### src/rtl/l1_port_arbiter_pkg.sv
// Shared types and helpers for the L1 data-memory port arbiter.
package l1_arb_pkg;

  // Ownership state: free arbitration or locked to one requester.
  typedef enum logic [1:0] {
    ARB   = 2'd0,
    LOCK0 = 2'd1,
    LOCK1 = 2'd2
  } arb_state_t;

  // Requester index (0 = load/store unit, 1 = DMA/bus bridge).
  typedef logic req_id_t;

  // Number of byte lanes needed to cover a data word.
  function automatic int byte_count(input int data_width);
    return (data_width + 32'sd7) / 32'sd8;
  endfunction

endpackage

### src/rtl/l1_port_arbiter_if.sv
// Requester-side bundle of the L1 port arbiter: two request channels plus
// shared read-return signals.
interface l1_port_arbiter_if
  import l1_arb_pkg::*;
#(
  parameter int ADDR_WIDTH = 10,
  parameter int DATA_WIDTH = 32
);
  localparam int BYTE_COUNT = byte_count(DATA_WIDTH);

  logic [1:0]                       req_i;
  logic [1:0]                       lock_i;
  logic [1:0]                       we_i;
  logic [1:0][BYTE_COUNT-1:0]       be_i;
  logic [1:0][ADDR_WIDTH-1:0]       addr_i;
  logic [1:0][DATA_WIDTH-1:0]       wdata_i;
  logic [1:0]                       gnt_o;
  logic [1:0]                       rvalid_o;
  logic [DATA_WIDTH-1:0]            rdata_o;

  modport master (
    output req_i, lock_i, we_i, be_i, addr_i, wdata_i,
    input  gnt_o, rvalid_o, rdata_o
  );

  modport slave (
    input  req_i, lock_i, we_i, be_i, addr_i, wdata_i,
    output gnt_o, rvalid_o, rdata_o
  );
endinterface

### src/rtl/l1_port_arbiter.sv
// Two-requester arbiter for one port of the L1 data memory. Round-robin per
// cycle, optional bounded lock for atomic sequences/bursts, and routing of
// one-cycle-latency read data back to the requester that issued the read.
module l1_port_arbiter
  import l1_arb_pkg::*;
#(
  parameter int ADDR_WIDTH = 10,
  parameter int DATA_WIDTH = 32,
  parameter int MAX_LOCK   = 8
) (
  input  logic                  clk,
  input  logic                  reset,
  l1_port_arbiter_if.slave      bus,
  output logic                  mem_en,
  output logic                  mem_we,
  output logic [byte_count(DATA_WIDTH)-1:0] mem_be,
  output logic [ADDR_WIDTH-1:0] mem_addr,
  output logic [DATA_WIDTH-1:0] mem_wdata,
  input  logic [DATA_WIDTH-1:0] mem_rdata,
  input  logic                  mem_delay
);

  localparam int CNT_W = $clog2(MAX_LOCK + 1);
  localparam logic [CNT_W-1:0] MAX_CNT = CNT_W'(MAX_LOCK);
  localparam logic [CNT_W-1:0] ONE_CNT = CNT_W'(1);

  arb_state_t       state_r, state_n_s;
  req_id_t          last_gnt_r;
  logic [CNT_W-1:0] lock_cnt_r, lock_cnt_n_s;
  logic             rd_pend_r;
  req_id_t          rd_owner_r;

  req_id_t          sel_s;
  req_id_t          owner_s;
  logic             in_lock_s;
  logic             abandon_s;
  logic             force_s;
  logic             acc_s;

  // Selection of the requester driving the memory port this cycle.
  always_comb begin
    owner_s   = (state_r == LOCK1) ? 1'b1 : 1'b0;
    in_lock_s = (state_r != ARB);
    abandon_s = in_lock_s & ~bus.req_i[owner_s];
    force_s   = in_lock_s & (lock_cnt_r == MAX_CNT) & bus.req_i[~owner_s];
    sel_s     = 1'b0;
    if (in_lock_s) begin
      // A forced release hands the port to the waiting side immediately.
      if (force_s) begin
        sel_s = ~owner_s;
      end else begin
        sel_s = owner_s;
      end
    end else if (bus.req_i == 2'b01) begin
      sel_s = 1'b0;
    end else if (bus.req_i == 2'b10) begin
      sel_s = 1'b1;
    end else begin
      sel_s = ~last_gnt_r;
    end
  end

  // Memory port drive and grant; gated by reset so nothing leaks out during it.
  always_comb begin
    mem_en    = bus.req_i[sel_s] & reset;
    mem_we    = bus.we_i[sel_s];
    mem_be    = bus.be_i[sel_s];
    mem_addr  = bus.addr_i[sel_s];
    mem_wdata = bus.wdata_i[sel_s];
    acc_s     = mem_en & ~mem_delay;
    if (acc_s) begin
      bus.gnt_o = sel_s ? 2'b10 : 2'b01;
    end else begin
      bus.gnt_o = 2'b00;
    end
    bus.rvalid_o = rd_pend_r ? (rd_owner_r ? 2'b10 : 2'b01) : 2'b00;
    bus.rdata_o  = mem_rdata;
  end

  // Lock FSM next-state and lock-length counter.
  always_comb begin
    state_n_s    = state_r;
    lock_cnt_n_s = lock_cnt_r;
    case (state_r)
      ARB: begin
        if (acc_s && bus.lock_i[sel_s]) begin
          state_n_s    = sel_s ? LOCK1 : LOCK0;
          lock_cnt_n_s = ONE_CNT;
        end else begin
          state_n_s    = ARB;
        end
      end
      LOCK0, LOCK1: begin
        if (force_s) begin
          // The forced winner may itself start a lock on this access.
          if (acc_s && bus.lock_i[sel_s]) begin
            state_n_s    = sel_s ? LOCK1 : LOCK0;
            lock_cnt_n_s = ONE_CNT;
          end else if (acc_s) begin
            state_n_s    = ARB;
            lock_cnt_n_s = '0;
          end else begin
            state_n_s    = state_r;
          end
        end else if (abandon_s) begin
          state_n_s    = ARB;
          lock_cnt_n_s = '0;
        end else if (acc_s && bus.lock_i[owner_s]) begin
          lock_cnt_n_s = (lock_cnt_r == MAX_CNT) ? MAX_CNT : lock_cnt_r + ONE_CNT;
        end else if (acc_s) begin
          state_n_s    = ARB;
          lock_cnt_n_s = '0;
        end else begin
          state_n_s    = state_r;
        end
      end
      default: begin
        state_n_s    = ARB;
        lock_cnt_n_s = '0;
      end
    endcase
  end

  // FSM, round-robin pointer and read-return tracking registers.
  always_ff @(posedge clk or negedge reset) begin
    if (!reset) begin
      state_r    <= ARB;
      last_gnt_r <= 1'b1;
      lock_cnt_r <= '0;
      rd_pend_r  <= 1'b0;
      rd_owner_r <= 1'b0;
    end else begin
      state_r    <= state_n_s;
      lock_cnt_r <= lock_cnt_n_s;
      if (acc_s) begin
        last_gnt_r <= sel_s;
        rd_pend_r  <= ~bus.we_i[sel_s];
        rd_owner_r <= sel_s;
      end else begin
        rd_pend_r  <= 1'b0;
      end
    end
  end

endmodule

### src/flat_wrapper.sv
// flat-port wrapper written by rule: the top's interface ports become plain ports
module l1_port_arbiter_flat import l1_arb_pkg::*;
#(
  parameter int ADDR_WIDTH = 10,
  parameter int DATA_WIDTH = 32,
  parameter int MAX_LOCK   = 8
)
  (clk, reset, mem_en, mem_we, mem_be, mem_addr, mem_wdata, mem_rdata, mem_delay, bus_req_i, bus_lock_i, bus_we_i, bus_be_i, bus_addr_i, bus_wdata_i, bus_gnt_o, bus_rvalid_o, bus_rdata_o);
  l1_port_arbiter_if #(.ADDR_WIDTH(ADDR_WIDTH), .DATA_WIDTH(DATA_WIDTH)) bus_i ();
  input  logic clk;
  input  logic reset;
  output logic mem_en;
  output logic mem_we;
  output logic [byte_count(DATA_WIDTH)-1:0] mem_be;
  output logic [ADDR_WIDTH-1:0] mem_addr;
  output logic [DATA_WIDTH-1:0] mem_wdata;
  input  logic [DATA_WIDTH-1:0] mem_rdata;
  input  logic mem_delay;
  input wire logic [$bits(bus_i.req_i)-1:0] bus_req_i;
  input wire logic [$bits(bus_i.lock_i)-1:0] bus_lock_i;
  input wire logic [$bits(bus_i.we_i)-1:0] bus_we_i;
  input wire logic [$bits(bus_i.be_i)-1:0] bus_be_i;
  input wire logic [$bits(bus_i.addr_i)-1:0] bus_addr_i;
  input wire logic [$bits(bus_i.wdata_i)-1:0] bus_wdata_i;
  output wire logic [$bits(bus_i.gnt_o)-1:0] bus_gnt_o;
  output wire logic [$bits(bus_i.rvalid_o)-1:0] bus_rvalid_o;
  output wire logic [$bits(bus_i.rdata_o)-1:0] bus_rdata_o;
  assign bus_i.req_i = bus_req_i;
  assign bus_i.lock_i = bus_lock_i;
  assign bus_i.we_i = bus_we_i;
  assign bus_i.be_i = bus_be_i;
  assign bus_i.addr_i = bus_addr_i;
  assign bus_i.wdata_i = bus_wdata_i;
  assign bus_gnt_o = bus_i.gnt_o;
  assign bus_rvalid_o = bus_i.rvalid_o;
  assign bus_rdata_o = bus_i.rdata_o;
  l1_port_arbiter #(.ADDR_WIDTH(ADDR_WIDTH), .DATA_WIDTH(DATA_WIDTH), .MAX_LOCK(MAX_LOCK)) u_core (.clk(clk), .reset(reset), .bus(bus_i), .mem_en(mem_en), .mem_we(mem_we), .mem_be(mem_be), .mem_addr(mem_addr), .mem_wdata(mem_wdata), .mem_rdata(mem_rdata), .mem_delay(mem_delay));
endmodule
### config.mk
export PLATFORM = sky130hd
export DESIGN_NAME = l1_port_arbiter_flat
export DESIGN_NICKNAME = d
export VERILOG_FILES = /design/src/rtl/l1_port_arbiter_pkg.sv /design/src/rtl/l1_port_arbiter_if.sv /design/src/rtl/l1_port_arbiter.sv /design/src/flat_wrapper.sv
export SDC_FILE = /design/constraint.sdc
export NUM_CORES = 1
export LEC_CHECK = 0
export ABC_AREA = 1
export CORE_MARGIN = 4
export CORE_UTILIZATION = 24
export CTS_CLUSTER_DIAMETER = 120
export DETAILED_ROUTE_END_ITERATION = 8
export PLACE_DENSITY = 0.77
export SLEW_MARGIN = 10
export SYNTH_ARGS = -nofsm -noshare
export SYNTH_HDL_FRONTEND = slang
export SYNTH_SLANG_ARGS = --single-unit
### constraint.sdc
create_clock -name clk -period 1.98 [get_ports clk]
set_input_delay 0.198 -clock clk [delete_from_list [all_inputs] [get_ports clk]]
set_output_delay 0.198 -clock clk [all_outputs]
set_load 0.05 [all_outputs]
=== Word level (Yosys, flattened, before mapping) ===
Index checks and enable logic that the tools add are counted.

* Add/subtract/negate cells: 1
* Magnitude comparators: 3
* Muxes and demuxes: 43
* Eq/ne operators: 7
* Reductions and logical operators: 5
* Bitwise logic cells: 10

{| class="wikitable"
|+ Operators with widths
! operator !! number
|-
| 32-bit 2-to-1 mux || 2
|-
| 4-bit 2-to-1 mux || 9
|-
| 10-bit 2-to-1 mux || 2
|-
| 2-bit 2-to-1 mux || 10
|-
| 1-bit 2-to-1 mux || 18
|-
| 4-bit one-hot mux with 2 select lines || 1
|-
| 1-bit by 2-bit < comparator with 1-bit output, second input constant || 3
|-
| 1-bit bitwise AND || 5
|-
| 1-bit NOT || 5
|-
| 4-bit by 1-bit adder with 4-bit output, second input constant || 1
|-
| 2-bit by 1-bit == test with 1-bit output, second input constant || 2
|-
| 2-bit == test, second input constant || 2
|-
| 4-bit == test, second input constant || 1
|-
| 4-bit by 2-bit inequality test with 1-bit output, second input constant || 1
|-
| 2-bit one-hot mux with 2 select lines || 1
|-
| 1-bit logical AND || 2
|-
| 2-bit zero test || 1
|-
| 2-bit by 1-bit inequality test with 1-bit output, second input constant || 1
|-
| 2-bit nonzero test || 1
|-
| 2-bit OR reduction || 1
|}

* Register bits: 9
* Output and inout port bits: 84
* Input port bits: 133

=== Longest topological paths before layout ===
* Depth in word-level cells: 17
* Mapped depth: 18
* Mapped depth without buffers: 17

=== Worst setup path before layout ===
No wires, ideal clock.

* Path kind: register to output
* Start point: register u_core.state_r[0]
* End point: output port bus_gnt_o[0]
* Path slack: -0.510 ns
* Path buffers: 2
* Cell stages (with the launch flop): 12
* Data arrival time: 2.292 ns
* Required time: 1.782 ns
* Path through: dfrtp_1 -> inv_1 -> ha_1 -> buf_4 -> a21oi_1 -> nand3_1 -> nand2_2 -> nand2_4 -> a21oi_4 -> nand3_4 -> buf_6 -> nor2_1

* Word-level cells in the longest chain between the ends: 12
* Elaborated cells between the ends (all ways): 16

{| class="wikitable"
|+ Ends and longest elaborated chain
! item !! RTL line !! text
|-
| start, declared || l1_port_arbiter.sv:27 || <nowiki>arb_state_t state_r, state_n_s;</nowiki>
|-
| start signal, assigned || l1_port_arbiter.sv:133 || <nowiki>state_r <= state_n_s;</nowiki>
|-
| 2-bit == test || l1_port_arbiter.sv:42 || <nowiki>owner_s = (state_r == LOCK1) ? 1'b1 : 1'b0;</nowiki>
|-
| 1-bit 2-to-1 mux || l1_port_arbiter.sv:42 ||
|-
| 1-bit 2-to-1 mux (implied by the code) (2 in a row) || l1_port_arbiter.sv:45 || <nowiki>force_s = in_lock_s & (lock_cnt_r == MAX_CNT) & bus.req_i[~owner_s];</nowiki>
|-
| 1-bit bitwise AND || l1_port_arbiter.sv:45 ||
|-
| 1-bit 2-to-1 mux || l1_port_arbiter.sv:49 || <nowiki>if (force_s) begin</nowiki>
|-
| 1-bit 2-to-1 mux (*) || l1_port_arbiter.sv:47 || <nowiki>if (in_lock_s) begin</nowiki>
|-
| 1-bit 2-to-1 mux (implied by the code) (2 in a row) || l1_port_arbiter.sv:65 || <nowiki>mem_en = bus.req_i[sel_s] & reset;</nowiki>
|-
| 1-bit bitwise AND || l1_port_arbiter.sv:65 ||
|-
| 1-bit bitwise AND || l1_port_arbiter.sv:70 || <nowiki>acc_s = mem_en & ~mem_delay;</nowiki>
|-
| 2-bit 2-to-1 mux (*) || l1_port_arbiter.sv:71 || <nowiki>if (acc_s) begin</nowiki>
|-
| end, declared || flat_wrapper.sv:25 || <nowiki>output wire logic [$bits(bus_i.gnt_o)-1:0] bus_gnt_o;</nowiki>
|}

Mark *: on every way between the ends. The rest lies on a longest branch, timed or not. The select of a mux whose other input is x is not followed.

=== Final worst setup path ===
* Start point: register u_core.lock_cnt_r[0]
* End point: output port bus_gnt_o[1]

* Word-level cells in the longest chain between the ends: 10
* Elaborated cells between the ends (all ways): 11

{| class="wikitable"
|+ Ends and longest elaborated chain
! item !! RTL line !! text
|-
| start, declared || l1_port_arbiter.sv:29 || <nowiki>logic [CNT_W-1:0] lock_cnt_r, lock_cnt_n_s;</nowiki>
|-
| start signal, assigned || l1_port_arbiter.sv:134 || <nowiki>lock_cnt_r <= lock_cnt_n_s;</nowiki>
|-
| 4-bit == test (*) || l1_port_arbiter.sv:45 ||
|-
| 1-bit bitwise AND (*) (2 in a row) || l1_port_arbiter.sv:45 ||
|-
| 1-bit 2-to-1 mux (*) || l1_port_arbiter.sv:49 ||
|-
| 1-bit 2-to-1 mux (*) || l1_port_arbiter.sv:47 ||
|-
| 1-bit 2-to-1 mux (implied by the code) (2 in a row) || l1_port_arbiter.sv:65 ||
|-
| 1-bit bitwise AND || l1_port_arbiter.sv:65 ||
|-
| 1-bit bitwise AND || l1_port_arbiter.sv:70 ||
|-
| 2-bit 2-to-1 mux (*) || l1_port_arbiter.sv:71 ||
|}

Marks and branches as above.

==> reports/results.txt <==
share of layout cells above drive strength 1 -> 41.5%
count of input and output buffers -> 152
routed len/inst -> 16.0 um
kind of end point of the critical path -> output pin
origin of the critical flop-to-flop path -> u_core.lock_cnt_r[0]
unrepaired setup endpoints after global routing -> yes
P_leak -> 2.06 nW
final setup slack of the worst path -> -304 ps
register bit total from synthesis -> 9
CP startpoint kind -> flip-flop
worst-margin pin slew -> 532 ps
power per unit of standard cell area -> 1190 nW/um2
register area share after synthesis -> 13.4%
via count of the first global-routing pass -> 2455
number of endpoints failing setup at the final stage -> 59
detail-routed via count per cell -> 4.48
synthesized area per cell -> 5.26 um2
final routed wirelength across all metal layers -> 9.01 mm
post-synthesis async set-or-reset flop share -> 100%
Peak supply drop -> 0.373 mV
cell chosen for the clock root -> sky130_fd_sc_hd__clkbuf_8
area fraction in compound gates after synthesis -> 4.95%
Mapped Cells -> 322
dpl hpwl -> 6.80 mm
maximum number of pins on one net before global-route repair -> 35
total power -> 0.00522 W
placed instance area -> 4030 um2
number of DRC violations after detailed-routing iteration 0 -> 92
Max Cap Viol -> 0
final cycle utilization of the critical path -> 115%
worst setup slack after placement -> -256 ps
main combinational cell family by area after synthesis -> simple AND/OR/NAND/NOR gates
# H-tree levels -> 1
max-slew violations -> 0
global-route usage over all layers -> 19.1%
antenna violations before repair -> 0
biggest area contributors in the synthesized netlist -> sky130_fd_sc_hd__nand2_1 (40%), sky130_fd_sc_hd__buf_4 (15%), sky130_fd_sc_hd__dfrtp_1 (12%)
relative area change from synthesis to final layout -> 160%
unique cell type count in the Yosys netlist -> 28
cell with the most instances on the worst path -> sky130_fd_sc_hd__nand2_4
count leader, synth -> sky130_fd_sc_hd__nand2_1
y dimension of the die -> 92.0 um
r2r setup slk -> -290 ps
top_reg_cell synth -> sky130_fd_sc_hd__dfrtp_1
routed via count -> 2523
share of the synthesized netlist area taken by xor and xnor gates -> 0.517%
Clock Skews -> 3.16 ps
x dimension of the die -> 92.0 um
die area -> 8460 um2
antenna diode count -> 0
area share of the largest cell type after synthesis -> 40.4%
number of search-and-repair iterations in the first detailed-routing pass -> 5
CTS clock-pin slew for the worst setup and hold paths -> 50 ps
global-route wire length before repair -> 12.9 mm
clock sinks -> 9
post-synthesis share of cell area spent on and, or, nand and nor gates -> 53.4%
final weighted congestion of routability-driven global placement -> 0.862
highest clock rate -> 438 MHz
count of flip-flops with a built-in enable after synthesis -> 0
mux cell area share after synthesis -> 0%
minimum clock period -> 2280 ps
cell family with the largest share of critical-path delay -> simple AND/OR/NAND/NOR gates
worst skew pair latency -> 230 ps
# IOs -> 217
worst slew slack as a fraction of its limit -> 64.4%
maximum single-stage delay on the critical path -> 400 ps
CP bufs+invs -> 3
CTS tree -> yes
site row count -> 30
RR Endpoint -> u_core.lock_cnt_r[0]
final instance area -> 4400 um2
DRC violations left -> 0
master of the slowest instance on the critical path -> sky130_fd_sc_hd__dfrtp_1
final antenna-violating net count -> 0
Crit path depth -> 13
worst hold-check path type -> input pin to async pin
Final Net Count -> 606
final hold vios -> 0
core outline area -> 6830 um2
leading area contributor after synthesis -> sky130_fd_sc_hd__nand2_1
yosys synthesis warning count -> 0
post-synthesis adder-cell area fraction -> 3.70%
CTS Buf Count -> 3
total nets after synthesis -> 460
starting density of the core -> 24.8%
commonest cells in the synthesized netlist -> sky130_fd_sc_hd__nand2_1 (182), sky130_fd_sc_hd__buf_4 (33), sky130_fd_sc_hd__inv_1 (25), sky130_fd_sc_hd__nand3_1 (14), sky130_fd_sc_hd__nor2_1 (12)
outcome -> finished, violations left
arrival time of the worst setup path -> 2090 ps
path depth of the worst reg2reg path -> 18
critical path fanouts, max -> 6
failing checks -> setup timing
critical path class -> flip-flop to output pin
final standard cell utilization of the core -> 64.4%
mapped cell area -> 1690 um2
critical-path cell list -> inv_2 > ha_4 > nand2_4 > nor2_4 > nand2_2 > a21oi_2 > nand2_2 > nand2_4 > inv_8 > nand2_4 > nand3_4 > nor2_4 > buf_12
Hold-fix buffers, CTS -> 0
buffers from clock root to sink, at most -> 2
total grt overflow -> 0
critical path data required time -> 1780 ps
==> worst reg2reg max path, delay by kind of cell (launching register included) <==
| family | cells | cell delay, ps |
|---|---|---|
| simple gates | 11 | 920 |
| fa+ha+maj | 1 | 160 |
| flops | 1 | 400 |
| compound gates | 2 | 270 |
| buf+inv | 4 | 460 |
==> metal layers <==
metal | vias up | share of wire (%) | track usage, % | wire (um)
met2 | 151 | 53 | 35.3 | 4740
li1 | 1228 | - | - | -
met4 | 0 | 2.2 | 4.70 | 199
met1 | 1122 | 35 | 20.6 | 3140
met3 | 22 | 10 | 6.81 | 932
met5 | - | 0 | 0 | 0
==> cell usage in the layout, fill, tap and decap left out, types with 3 or more instances in the layout <==
master / instances
sky130_fd_sc_hd__buf_6: 6
sky130_fd_sc_hd__nand2_4: 35
sky130_fd_sc_hd__inv_2: 6
sky130_fd_sc_hd__nor2_4: 8
sky130_fd_sc_hd__nor2_1: 7
sky130_fd_sc_hd__clkdlybuf4s50_1: 102
sky130_fd_sc_hd__inv_1: 20
sky130_fd_sc_hd__nand2_2: 44
sky130_fd_sc_hd__nand3_1: 12
sky130_fd_sc_hd__buf_12: 53
sky130_fd_sc_hd__a21oi_2: 3
sky130_fd_sc_hd__buf_4: 23
sky130_fd_sc_hd__dfrtp_1: 8
sky130_fd_sc_hd__clkbuf_8: 3
sky130_fd_sc_hd__o21ai_1: 4
sky130_fd_sc_hd__nor3_1: 3
sky130_fd_sc_hd__nand2_1: 106
==> cells by family after synthesis <==
family                   Yosys count
AO/OA/AOI/OAI                     12
XOR/XNOR                           1
adder cells (fa/ha/maj)            5
buffers and inverters             72
flip-flops                         9
AND/OR/NAND/NOR                  223
==> metrics by stage <==
| step | TNS [ps] | std cells | hold slack, ps |
|---|---|---|---|
| floorplan | -780 | 322 | -97.6 |
| global placement | -6720 | 549 | 396 |
| detailed placement | -10530 | 549 | 396 |
| CTS | -13690 | 560 | 330 |
| global route | -18780 | 563 | 324 |
| finish | -13240 | 563 | 322 |
==> worst max-delay path by stage <==
stage	to	startpoint	slack (ps)
final	bus_gnt_o[1]	u_core.lock_cnt_r[0]	-300
after global routing	bus_gnt_o[1]	u_core.lock_cnt_r[0]	-400
after CTS	bus_gnt_o[1]	u_core.lock_cnt_r[0]	-280
after detailed placement	u_core.lock_cnt_r[1]	bus_req_i[1]	-260
after global placement	mem_we	bus_req_i[1]	-150
after floorplan	u_core.state_r[1]	u_core.state_r[0]	-180
==> flip-flops by register name, summed over array words and instances, names as in the netlist <==
signal	cells
u_core.state_r	2
u_core.lock_cnt_r	4
u_core.rd_pend_r	1
u_core.last_gnt_r	1
u_core.rd_owner_r	1
==> where the power goes <==
group	internal [W]	switching, W	leakage (nW)	total [W]
clock	0.000141	0.0000760	0.0228	0.000217
combinational	0.00213	0.00262	1.92	0.00474
sequential	0.000229	0.0000331	0.118	0.000262
==> layout make-up <==
class                           instances  area (um2)
Tap cell                               96         120
Sequential cell                         9         226
Multi-Input combinational cell        241        1520
Timing Repair Buffer                  186        2370
Clock buffer                            4        45.0
Inverter                               27         109
Fill cell                             549        2430
==> repair_timing <==
action                                  4_1_cts  5_1_grt
setup buffers                                 6        3
cloned                                        1        1
gates resized for setup                      40       23
endpoints found under the setup margin       59       59
pin swaps                                     8        9
(Power assumes the default switching activity.)
==> RTL change 1: new RTL, same flow settings <==
Encoding of `arb_state_t`: now one-hot (3 bits for 3 states).
--- a/src/rtl/l1_port_arbiter_pkg.sv
+++ b/src/rtl/l1_port_arbiter_pkg.sv
@@ -3,8 +3,8 @@
 
   // Ownership state: free arbitration or locked to one requester.
-  typedef enum logic [1:0] {
-    ARB   = 2'd0,
-    LOCK0 = 2'd1,
-    LOCK1 = 2'd2
+  typedef enum logic [2:0] {
+    ARB   = 3'b001,
+    LOCK0 = 3'b010,
+    LOCK1 = 3'b100
   } arb_state_t;
 
Function: no difference found for any inputs over 4 cycles, from zero or initial values and one cycle with reset low; so few cycles prove little.
==> RTL change 1 against the original RTL <==
The flow still finishes with violations (negative setup slack). Count of clock-buffer cells in the layout stayed put. Design area increased by 7.8%. Global-route usage up 3.7 points. First-iteration DRC count is 16% lower. Power is 45% higher. Setup slack got worse by 0.026 ns. Sequential cell count increased by 1. Area after synthesis is 4.7% lower. Wire length rose by 15%. Non-clock buffer count grew 11.
==> RTL change 1: results <==
synth:
  synthAdderAreaFrac_pct: 1.55
  synth_compound_area_share_pct: 7.21
  syn_inst: 299
  synth.distinct_cells: 31
  ys_seq_area_share_pct: 15.7
  syn_nets: 434
  synthTopCellsByCount: "nand2_1 (163), buf_4 (32), inv_1 (20)"
  synth.area.top_cells: "nand2_1 (38%), buf_4 (15%), dfrtp_1 (12%), inv_1 (4.7%), dfstp_2 (3.3%)"
  synth-xor-area-share_pct: 0.543
placed_design:
  dp_hpwl_um: 6880
  postPlaceCellArea_um2: 3930
  pre_cts_slack_ns: -0.317
  port_buffers: 152
  dp.cells: 509
  gp_congestion: 0.924
timing:
  finalSetupViolCount: 60
  skew_ns: 0.00181
  maxSlewHeadroom_pct: 65.4
  setup_slack_ns: -0.329
  setup_tns_ns: -16.82
cts:
  ctsRootBufferMaster: "clkbuf_8"
  path_clk_slew_ns: 0.05
routing:
  avgRoutedWirePerCell_um: 19.3
  drt_iter0_drc: 77
  drt_pre_antenna_iters: 5
  vias: 2610
power:
  p_leak_nw: 2.23
  irDropWorstVdd_v: 0.00109
cells_and_area:
  diodes: 0
  nets: 593
  layout-drive-gt1-share_pct: 52.3
  num-fill-cells: 400
  fin_cells: 534
  largestRegisters: "u_core.lock_cnt_r: 4 flops, u_core.state_r: 3 flops"
global_route:
  grt_use_total_pct: 22.8
  grt_max_degree: 18
  grt_pass1_wl_um: 14800
  antenna_found_initial: 0
worst_setup_path:
  critical-path-top-delay-family: "simple AND/OR/NAND/NOR gates"
  cp.arrival_ns: 2.11
  cp_max_fo: 9
  slowest_delay_ns: 0.38
outcome:
  failed_checks: "negative setup slack"
  status: "finished, violations left"
hold_path:
  hold_class: "input pin to primary output"
==> RTL change 1: changes by cell type in the layout (fill, tap and decap cells not counted), moves of 3 or more <==
cell     delta
a21oi_1     +5
nand3_2     +3
nand2_1    -43
buf_16      +5
inv_1       -3
buf_6       +3
nor3_1      -3
buf_4       +4
nand2_4    +29
nand2_2     -4
nand3_1     -9
==> RTL change 1: per-stage QoR <==
| step | utilization (%) | total power (W) |
|---|---|---|
| after floorplan | - | 0.00352 |
| after global placement | 61.3 | 0.00603 |
| after detailed placement | 61.3 | 0.00609 |
| after CTS | 70.0 | 0.00728 |
| after global routing | 73.8 | 0.00787 |
| final | 73.8 | 0.00759 |
==> RTL change 1: worst paths after layout <==
check,from,to,slack [ns],cells after the start
hold / removal,mem_rdata[21],bus_rdata_o[21],0.40,0
max in group asynchronous,reset,u_core.state_r[0],1.31,2
setup / recovery,u_core.lock_cnt_r[1],mem_wdata[5],-0.33,13
min in group asynchronous,reset,u_core.state_r[2],0.44,2
setup reg to reg,u_core.lock_cnt_r[1],u_core.lock_cnt_r[0],-0.30,17
hold reg to reg,u_core.last_gnt_r,u_core.last_gnt_r,0.47,2
==> RTL change 1: repair_timing <==
item                       CTS  global route
resized for setup           86            49
gates cloned                 5             0
setup buffers               10             7
pin swaps                   15            14
setup endpoints to repair   60            60
==> RTL change 1: per-layer routing <==
metal  vias to the layer above  GRT usage (%)  share of wire [%]
li1                       1202              -                  -
met1                      1229           24.8                 32
met5                         -              0                  0
met2                       155           41.4                 53
met4                         0           7.14                3.9
met3                        24           8.10                 10
==> RTL change 1: power breakdown <==
group	leakage (nW)	internal [W]	switching, W
clock	0.0288	0.000175	0.0000845
sequential	0.129	0.000265	0.0000406
combinational	2.07	0.00321	0.00382
==> RTL change 1: cells by family (layout without fill, tap and decap cells) <==
kind of cell,after synthesis,in the layout
and+or+nand+nor,198,198
buffers and inverters,67,225
AOI/OAI and AO/OA,21,21
xor gates and xnor gates,1,1
adders and majority gates,2,2
DFF,10,10
==> RTL change 1: cell type report <==
cell class                      instances  area (µm²)  area share [%]
Clock buffer                            4        55.1            1.16
Inverter                               24        95.1            2.01
Multi-Input combinational cell        222        1690            35.6
Sequential cell                        10         253            5.33
Tap cell                               77        96.3            2.03
Timing Repair Buffer                  197        2550            53.8
==> RTL change 2: new RTL, config.mk and constraints unchanged <==
Without the edit above. `MAX_LOCK` is set to 8 in 2 places; all go to 4.
--- a/src/rtl/l1_port_arbiter.sv
+++ b/src/rtl/l1_port_arbiter.sv
@@ -7,5 +7,5 @@
   parameter int ADDR_WIDTH = 10,
   parameter int DATA_WIDTH = 32,
-  parameter int MAX_LOCK   = 8
+  parameter int MAX_LOCK   = 4
 ) (
   input  logic                  clk,
--- a/src/flat_wrapper.sv
+++ b/src/flat_wrapper.sv
@@ -4,5 +4,5 @@
   parameter int ADDR_WIDTH = 10,
   parameter int DATA_WIDTH = 32,
-  parameter int MAX_LOCK   = 8
+  parameter int MAX_LOCK   = 4
 )
   (clk, reset, mem_en, mem_we, mem_be, mem_addr, mem_wdata, mem_rdata, mem_delay, bus_req_i, bus_lock_i, bus_we_i, bus_be_i, bus_addr_i, bus_wdata_i, bus_gnt_o, bus_rvalid_o, bus_rdata_o);
Formal check against the unedited RTL: no difference found for any inputs over 4 cycles, from zero or initial values and one cycle with reset low; that may be too few to reach the edited logic, so the function may still have changed.
==> RTL change 2 against the original RTL <==
Combinational power increased by 11%. The run still ends with negative setup slack left. Global-route usage about the same. Sequential cell count is 1 lower. Power grew 9.2%. Design area up 2.3%. First-iteration DRC count increased by 24%. Sequential share of layout area decreased by 0.67 points. Wire length fell by 4.7%. Critical path type unchanged. Setup slack improved by 0.091 ns. Largest cell class unchanged. Worst hold slack better by 0.042 ns. Highest routed layer unchanged. Area after synthesis decreased by 5.0%.
==> RTL change 2: results <==
global_route:
  grt_pass1_vias: 2422
  grt_pass1_wl_um: 12500
  grt_max_degree: 28
  grt_use_total_pct: 19.1
timing:
  setup_slack_ns: -0.213
  finalSetupViolCount: 55
  setup_tns_ns: -9.18
  skew_ns: 0.00390
routing:
  vias: 2457
  finalWirelength_um: 8580
  avgRoutedWirePerCell_um: 16.1
cts:
  post_cts_buffers: 7
  cts_max_level: 1
  clockBufferDepth: 2
  cts_resized: 45
  cts_buffers: 3
cells_and_area:
  layout-drive-gt1-share_pct: 45.2
  nets: 595
  layout_commonest_cell: "clkdlybuf4s50_1"
  largestRegisters: "u_core.lock_cnt_r: 3 flops, u_core.state_r: 2 flops"
power:
  p_total_w: 0.00571
  switching_share_pct: 51.0
  irDropWorstVdd_v: 0.000858
synth:
  synth.distinct_cells: 26
  ys_seq_area_share_pct: 12.5
  syn_inst: 303
  synthTopCellsByCount: "nand2_1 (175), buf_4 (32), inv_1 (22)"
  syn_nets: 441
  synth.area.top_cells: "nand2_1 (41%), buf_4 (15%), dfrtp_1 (11%), inv_1 (5.1%), ha_1 (3.9%)"
placed_design:
  pre_cts_slack_ns: -0.0898
  dp_hpwl_um: 6560
  gp_congestion: 0.897
  dp.cells: 514
  postPlaceCellArea_um2: 3920
outcome:
  status: "finished, violations left"
  failed_checks: "negative setup slack"
worst_setup_path:
  cp.arrival_ns: 1.99
## RTL change 2: cell types whose count changed after synthesis, moves of 2 or more
cell	change
nand2_1	-7
nor2_4	+2
nand4_1	+5
nor3_1	-2
nor2_2	-2
o21ai_1	-2
nand2_2	+3
nand3_1	-11
o21ai_0	+6
a21oi_2	-2
nor2_1	-4
inv_1	-3
nand3_2	+3
## RTL change 2: worst paths after layout
path                       slack (ns)                    to              start  cells after the start
setup / recovery                -0.21           mem_addr[8]  u_core.state_r[1]                     10
hold / removal                   0.36  u_core.lock_cnt_r[0]              reset                      2
setup reg to reg                -0.19  u_core.lock_cnt_r[1]  u_core.state_r[1]                     15
hold reg to reg                  0.53     u_core.rd_owner_r  u_core.rd_owner_r                      2
max in group asynchronous        1.41     u_core.last_gnt_r              reset                      2
min in group clk                 0.40       bus_rdata_o[11]      mem_rdata[11]                      0
## RTL change 2: routing by layer
metal  vias to the layer above  share of wire, %  wire length (µm)  global-route usage, %
met5                         -                 0                 0                      0
met4                         0               2.2               192                   7.53
met3                        18               9.1               781                   7.43
met2                       129                54              4620                   34.5
met1                      1116                35              2990                   19.9
li1                       1194                 -                 -                      -
## RTL change 2: logic make-up (layout without fill, tap and decap cells)
family	count (synthesis)	in the layout	share of synthesized area [%]
AND/OR/NAND/NOR	209	209	54.9
buffers and inverters	66	219	23.3
AO/OA/AOI/OAI	14	14	4.90
flip-flops	8	8	12.5
adder cells (fa/ha/maj)	5	5	3.89
XOR/XNOR	1	1	0.545
other	0	1	0
## RTL change 2: area by class of cell
class | count | area (µm²)
Clock buffer | 4 | 45.0
Timing Repair Buffer | 192 | 2490
Inverter | 23 | 88.8
Tap cell | 77 | 96.3
Fill cell | 464 | 1920
Antenna cell | 1 | 2.50
Multi-Input combinational cell | 229 | 1580
Sequential cell | 8 | 201
